==> config.mk <==
export PLATFORM = sky130hd
export DESIGN_NAME = if_fetch_stage
export DESIGN_NICKNAME = d
export VERILOG_FILES = /design/src/rtl/if_fetch_stage.sv
export SDC_FILE = /design/constraint.sdc
export NUM_CORES = 1
export LEC_CHECK = 0
export CAP_MARGIN = 25
export CORE_ASPECT_RATIO = 1.5
export CORE_MARGIN = 2
export CORE_UTILIZATION = 30
export DETAILED_ROUTE_END_ITERATION = 7
export PLACE_DENSITY = 0.61
export SLEW_MARGIN = 20
export SYNTH_ARGS = -nofsm -noshare
export SYNTH_HDL_FRONTEND = slang
export SYNTH_SLANG_ARGS = --single-unit
==> constraint.sdc <==
create_clock -name clk -period 3.8 [get_ports clk]
set_input_delay 0.38 -clock clk [delete_from_list [all_inputs] [get_ports clk]]
set_output_delay 0.38 -clock clk [all_outputs]
set_load 0.005 [all_outputs]
==> src/rtl/if_fetch_stage.sv <==
// Instruction-fetch stage with the IF/ID pipeline register for the 5-stage MIPS pipe.
// Define IF_PERF_CNT_EN to build the fetch/bubble/stall performance counters.
module if_fetch_stage #(
    parameter logic [31:0] TEXT_BASE = 32'h0000_3000,
    parameter int unsigned IM_AW     = 10
) (
    input  logic             clk,
    input  logic             rst,
    input  logic             stall,
    input  logic [1:0]       ID_NPCOp,
    input  logic             ID_branchTaken,
    input  logic [31:0]      ID_jrTarget,
    output logic [IM_AW-1:0] im_addr,
    input  logic [31:0]      im_rdata,
    output logic [31:0]      IF_PC,
    output logic [31:0]      ID_PC,
    output logic [31:0]      ID_inst,
    output logic             ID_valid,
    output logic [31:0]      fetch_cnt,
    output logic [31:0]      bubble_cnt,
    output logic [31:0]      stall_cnt
);

    logic [31:0] if_pc_q, if_pc_d;
    logic [31:0] id_pc_q, id_pc_d;
    logic [31:0] id_inst_q, id_inst_d;
    logic        id_valid_q, id_valid_d;

    logic [31:0] pc_off;
    logic [31:0] id_pc_plus4;
    logic [31:0] br_target;
    logic [31:0] j_target;
    logic [31:0] jr_target;
    logic [31:0] redirect_target;
    logic        take;
    logic        redirect;
    logic        do_fetch;
    logic        do_bubble;
    logic        do_stall;

    always_comb begin
        pc_off      = if_pc_q - TEXT_BASE;
        id_pc_plus4 = id_pc_q + 32'd4;
        br_target   = id_pc_plus4
                    + {{14{id_inst_q[15]}}, id_inst_q[15:0], 2'b00};
        j_target    = {id_pc_plus4[31:28], id_inst_q[25:0], 2'b00};
        jr_target   = {ID_jrTarget[31:2], 2'b00};

        take            = 1'b0;
        redirect_target = br_target;
        case (ID_NPCOp)
            2'b01: take = ID_branchTaken;
            2'b10: begin
                take            = 1'b1;
                redirect_target = j_target;
            end
            2'b11: begin
                take            = 1'b1;
                redirect_target = jr_target;
            end
            default: take = 1'b0;
        endcase

        // A bubble in ID carries no control transfer, whatever NPCOp says.
        redirect  = id_valid_q & ~stall & take;
        do_stall  = ~rst & stall;
        do_bubble = ~rst & redirect;
        do_fetch  = ~rst & ~stall & ~redirect;

        if_pc_d    = if_pc_q;
        id_pc_d    = id_pc_q;
        id_inst_d  = id_inst_q;
        id_valid_d = id_valid_q;
        if (redirect) begin
            if_pc_d    = redirect_target;
            id_pc_d    = if_pc_q;
            id_inst_d  = 32'h0;
            id_valid_d = 1'b0;
        end else if (!stall) begin
            if_pc_d    = if_pc_q + 32'd4;
            id_pc_d    = if_pc_q;
            id_inst_d  = im_rdata;
            id_valid_d = 1'b1;
        end
    end

    always_ff @(posedge clk) begin
        if (rst) begin
            if_pc_q    <= TEXT_BASE;
            id_pc_q    <= 32'h0;
            id_inst_q  <= 32'h0;
            id_valid_q <= 1'b0;
        end else begin
            if_pc_q    <= if_pc_d;
            id_pc_q    <= id_pc_d;
            id_inst_q  <= id_inst_d;
            id_valid_q <= id_valid_d;
        end
    end

    assign im_addr  = pc_off[IM_AW+1:2];
    assign IF_PC    = if_pc_q;
    assign ID_PC    = id_pc_q;
    assign ID_inst  = id_inst_q;
    assign ID_valid = id_valid_q;

`ifdef IF_PERF_CNT_EN
    logic [31:0] fetch_cnt_q, fetch_cnt_d;
    logic [31:0] bubble_cnt_q, bubble_cnt_d;
    logic [31:0] stall_cnt_q, stall_cnt_d;

    always_comb begin
        fetch_cnt_d  = fetch_cnt_q + {31'h0, do_fetch};
        bubble_cnt_d = bubble_cnt_q + {31'h0, do_bubble};
        stall_cnt_d  = stall_cnt_q + {31'h0, do_stall};
    end

    always_ff @(posedge clk) begin
        if (rst) begin
            fetch_cnt_q  <= 32'h0;
            bubble_cnt_q <= 32'h0;
            stall_cnt_q  <= 32'h0;
        end else begin
            fetch_cnt_q  <= fetch_cnt_d;
            bubble_cnt_q <= bubble_cnt_d;
            stall_cnt_q  <= stall_cnt_d;
        end
    end

    assign fetch_cnt  = fetch_cnt_q;
    assign bubble_cnt = bubble_cnt_q;
    assign stall_cnt  = stall_cnt_q;

    logic unused_bits;
    assign unused_bits = ^{pc_off[31:IM_AW+2], pc_off[1:0],
                           ID_jrTarget[1:0], id_inst_q[31:26]};
`else
    assign fetch_cnt  = 32'h0;
    assign bubble_cnt = 32'h0;
    assign stall_cnt  = 32'h0;

    logic unused_bits;
    assign unused_bits = ^{pc_off[31:IM_AW+2], pc_off[1:0],
                           ID_jrTarget[1:0], id_inst_q[31:26],
                           do_fetch, do_bubble, do_stall};
`endif

endmodule

-- After elaboration in Yosys (flattened, before gate mapping)
Cells that the tools add are included.
- word-level logic and storage cells: 23
- register bits after elaboration: 97
- output and inout bits: 203
- input bits: 70
- mux-type cells: 6
- $add $sub $neg: 4
- reductions and logical operators: 2
- equality and inequality tests: 4
- bitwise operators: 3
- operators with widths (kind ; count):
    $mux W32 ; 4
    $add A32 B3 Y32 const B ; 2
    $pmux W32 S2 ; 1
    $add A32 B32 Y32 ; 1
    $sub A12 B1 Y12 const B ; 1
    $eq A2 B2 Y1 const B ; 2
    $reduce_or A2 Y1 ; 2
    $and A1 B1 Y1 ; 2
    $eq A2 B1 Y1 const B ; 1
    $ne A2 B1 Y1 const B ; 1
    $pmux W1 S2 ; 1
    $not A1 Y1 ; 1

-- Longest topological paths before layout
Gate-level depths: netlist of run 1.
- word-level depth: 5
- mapped depth: 16
- mapped depth without buffers: 15

-- Worst setup path after synthesis of run 1
Ideal clock, no wire load.
- kind: reg-to-reg
- from: register id_pc_q[4] (netlist: ID_PC[4])
- to: register if_pc_q[28] (netlist: IF_PC[28])
- slack: 0.456 ns
- period minus slack after synthesis: 3.344 ns
- path buffers: 0
- library setup time: 0.086 ns
- arrival: 3.257 ns
- required time: 3.714 ns
- cell stages (with the launch flop): 16
- path through: dfxtp_1 > and4_1 > and4_1 > and2_1 > nand2_1 > xnor2_1 > ha_1 > a21o_1 > a21o_1 > a21oi_1 > nor2b_1 > a2111oi_2 > or4_4 > a21oi_2 > xnor2_1 > a221oi_2
- longest elaborated chain between the ends: 4
- RTL lines (item ; line ; RTL):
    start, declared ; 25 ; logic [31:0] id_pc_q, id_pc_d;
    start signal, assigned ; 95 ; id_pc_q <= id_pc_d;
    $add A32 B3 Y32 (*) ; 43 ; id_pc_plus4 = id_pc_q + 32'd4;
    $add A32 B32 Y32 ; 45 ; + {{14{id_inst_q[15]}}, id_inst_q[15:0], 2'b00};
    $pmux W32 S2 (*) ; 51 ; case (ID_NPCOp)
    $mux W32 (*) ; 74 ; if (redirect) begin
    end signal, assigned ; 94 ; if_pc_q <= if_pc_d;
    end, declared ; 24 ; logic [31:0] if_pc_q, if_pc_d;
Every way passes the cells marked *; elsewhere a longest branch is shown, timed or not.
A chain may end at the register's enable or synchronous reset.

-- Worst setup path after layout of run 1
- from: register id_pc_q[3] (netlist: ID_PC[3])
- to: register if_pc_q[17] (netlist: IF_PC[17])
- longest elaborated chain between the ends: 4
- RTL lines (item ; line):
    $add A32 B3 Y32 ; 43
    $add A32 B32 Y32 ; 45
    $pmux W32 S2 ; 51
    $mux W32 ; 74
Every way passes these cells.

==> out/metrics.cfg, run 1 <==
[floorplanning]
die-area_sq_um=26600
num_rows=71
num_io_pins=273
dieHeight_microns=199
coreArea_sq_um=25000
initial_utilization_pct=30.4
die_w_microns=134

[drt]
avgRoutedWirePerCell_microns=17.9
routed_wl_microns=25900
drt_iter0_drc=344
num_vias=7260
drtPass1Iterations=5
drc=0
ant_nets=0
avgViaCountPerCell=5.03

[timing]
finalHoldViolCount=0
finalCriticalPeriod_ns=3.61
rsz0062_at_grt=true
tns_ns=0
finalClockSkew_ns=0.0124
fmax_ghz=0.277
finalCritPeriodShare_pct=95.0
maxSlewViolCount=0
tightestPinTransition_ns=0.674
setup_violations=0
slew_headroom_pct=55.0

[global_routing]
grt_antenna_before_repair=1
grt.overflow.total=0
first_global_vias=6949
grt_pass1_wl_microns=38800
grt_max_degree=60
grt.total_usage_pct=19.1

[critical_path]
cp.arrival_ns=3.86
r2r_setup_slack_ns=0.19
path_class=reg -> reg
cp-start-kind=flip-flop
endpoint_kind=flip-flop
cp_max_fo=5
cp_data_required_time_ns=4.05

[logic_synthesis]
synth_mux_area_share_pct=12.5
synth_edf_count=0
netlist_instances=954
synth_simple_gate_area_share_pct=19.1
ys_seq_area_share_pct=25.6
synth_flop_cell=dfxtp_1
synth_top_family_by_area=simple AND/OR/NAND/NOR gates
yosys_warnings=0
async_reset_ff_share_pct=0
netlist_area_sq_um=7600
synthAdderAreaFrac_pct=6.19
synth_compound_gate_area_share_pct=17.3
syn_avg_cell_area_sq_um=7.97
synth_cell_types=64
ys_ff_latch=97
synthXorXnorAreaFrac_pct=5.88

[layout]
instances_no_fill=1442
synthToLayoutAreaGrowth_pct=27.2
design_area_sq_um=9670
final_nets=1216
seq_area_sq_um=1940
mostFrequentLayoutCells=170 x clkdlybuf4s50_1, 117 x nor2_1, 96 x dfxtp_1, 96 x conb_1, 89 x mux2i_1
drive_gt1_share_pct=6.92
mostFrequentLayoutCell=clkdlybuf4s50_1
final_util_pct=38.7
multiInputGateArea_sq_um=5040
fill_cells=2608

[cts]
htreeDepth=3
cts_buffer_depth=2
clkTransAtPathRegs_ns=0.07
clock_latency_ns=0.37
cts_buffers=9
cts_tree=done
cts_num_sinks=97
root_buffer=clkbuf_16

[placement]
numPortBuffers=174
place_area_sq_um=9340
hpwl_microns=20000
dp.cells=1425
finalWeightedCongestion=0.883

[power]
vdd_drop_max_mv=0.209
power.total_uw=2600
p_per_area_nw_per_um2=269
leakage_uw=0.00420

[flow_run]
drv_cap=0

[hold_path]
hold_class=in -> reg

[status]
status=finished clean

## sequential cells by signal (all words and copies together) (netlist names)
| name | cells |
|---|---|
| IF_PC | 32 |
| ID_valid | 1 |
| ID_inst | 32 |
| ID_PC | 32 |
## worst paths after layout
kind,from,cells past startpoint,to
hold reg to reg,ID_inst[28]$_SDFFE_PP0N_,2,ID_inst[28]$_SDFFE_PP0N_
setup / recovery,ID_PC[3]$_SDFFE_PP0P_,14,IF_PC[17]$_SDFFE_PP0P_
hold / removal,rst,2,IF_PC[24]$_SDFFE_PP0P_
setup reg to reg,ID_PC[3]$_SDFFE_PP0P_,14,IF_PC[17]$_SDFFE_PP0P_
## Yosys cell counts (7+ instances only)
master,count,area [sq um]
nor2_1,119,447
buf_4,106,796
dfxtp_1,97,1940
mux2i_1,89,891
a21oi_1,78,390
nand2_1,56,210
clkbuf_1,39,146
ha_1,36,450
o21ai_0,32,160
nand3_1,31,155
xnor2_1,30,263
a21o_1,26,195
xor2_1,21,184
nor3_1,17,85.1
and3_1,15,93.8
nand4_1,12,75.1
nand2b_1,11,68.8
and2_1,10,62.6
inv_1,10,37.5
o211ai_1,10,75.1
and4_1,9,78.8
a31oi_1,8,50.1
buf_1,7,26.3
## cells by family after synthesis
| logic type | count (synthesis) |
|---|---|
| AND/OR/NAND/NOR | 304 |
| AO/OA/AOI/OAI | 205 |
| buffers and inverters | 165 |
| flip-flops | 97 |
| multiplexers | 94 |
| XOR/XNOR | 51 |
| adder cells (fa/ha/maj) | 37 |
| other | 1 |
## report_power, final
group          internal [uW]  switching, uW  leakage [uW]
Sequential              1060           67.0      0.000792
Combinational            288            288       0.00327
Clock                    446            446      0.000137
Total                   1800            801       0.00420
## timing repair
action                     in CTS  in global routing
setup buffers                   0                  1
hold buffers                    0                  0
setup endpoints to repair       0                  8
resized for setup               0                 12
## worst max-delay path, stage by stage, from the launching register on
cell	delay (ns)
dfxtp_1	0.33
buf_4	0.14
ha_1	0.20
nand3_1	0.20
xnor2_1	0.32
ha_1	0.34
or3_1	0.36
a21oi_1	0.22
a211oi_2	0.10
a31o_2	0.33
a31oi_1	0.24
xor2_1	0.10
o21ai_0	0.18
nor2_1	0.06
a2111oi_0	0.37
## layer usage
layer	GRT usage [%]	part of all wire, %
met1	19.3	36
met2	37.1	55
met3	2.73	5.0
met4	10.6	4.5
met5	0	0
## cell type report
cell class              instances  share of cell area [%]
well taps                     328                    4.24
diodes                          1                  0.0259
flip-flops and latches         97                    20.1
clock inverters                 6                   0.453
inverters                      10                   0.388
multi-input cells             787                    52.2
repair buffers                204                    20.3
clock buffers                   9                    2.33
## metrics by stage
step                hold slack, ns  worst slack (ns)
finish                       0.353             0.192
global route                 0.358           -0.0852
CTS                          0.332             0.164
detailed placement           0.487             0.190
global placement             0.474             0.237
floorplan                    0.488             0.456
Power figures use the tool's default switching activity.
==> inputs of run 2 (changes only) <==
--- a/config.mk
+++ b/config.mk
@@ -11,7 +11,6 @@
 export CORE_UTILIZATION = 30
 export DETAILED_ROUTE_END_ITERATION = 7
 export PLACE_DENSITY = 0.61
-export SLEW_MARGIN = 20
 export SYNTH_ARGS = -nofsm -noshare
 export SYNTH_HDL_FRONTEND = slang
 export SYNTH_SLANG_ARGS = --single-unit
==> results of run 2 <==
Same layout as run 1: the final DEF is identical, and so are final timing and power.
==> inputs of run 3 (changes only) <==
--- a/config.mk
+++ b/config.mk
@@ -9,6 +9,7 @@
 export CORE_ASPECT_RATIO = 1.5
 export CORE_MARGIN = 2
 export CORE_UTILIZATION = 30
+export CTS_CLUSTER_SIZE = 8
 export DETAILED_ROUTE_END_ITERATION = 7
 export PLACE_DENSITY = 0.61
 export SYNTH_ARGS = -nofsm -noshare
==> results of run 3 <==
Same layout as run 1: the final DEF is identical, and so are final timing and power.
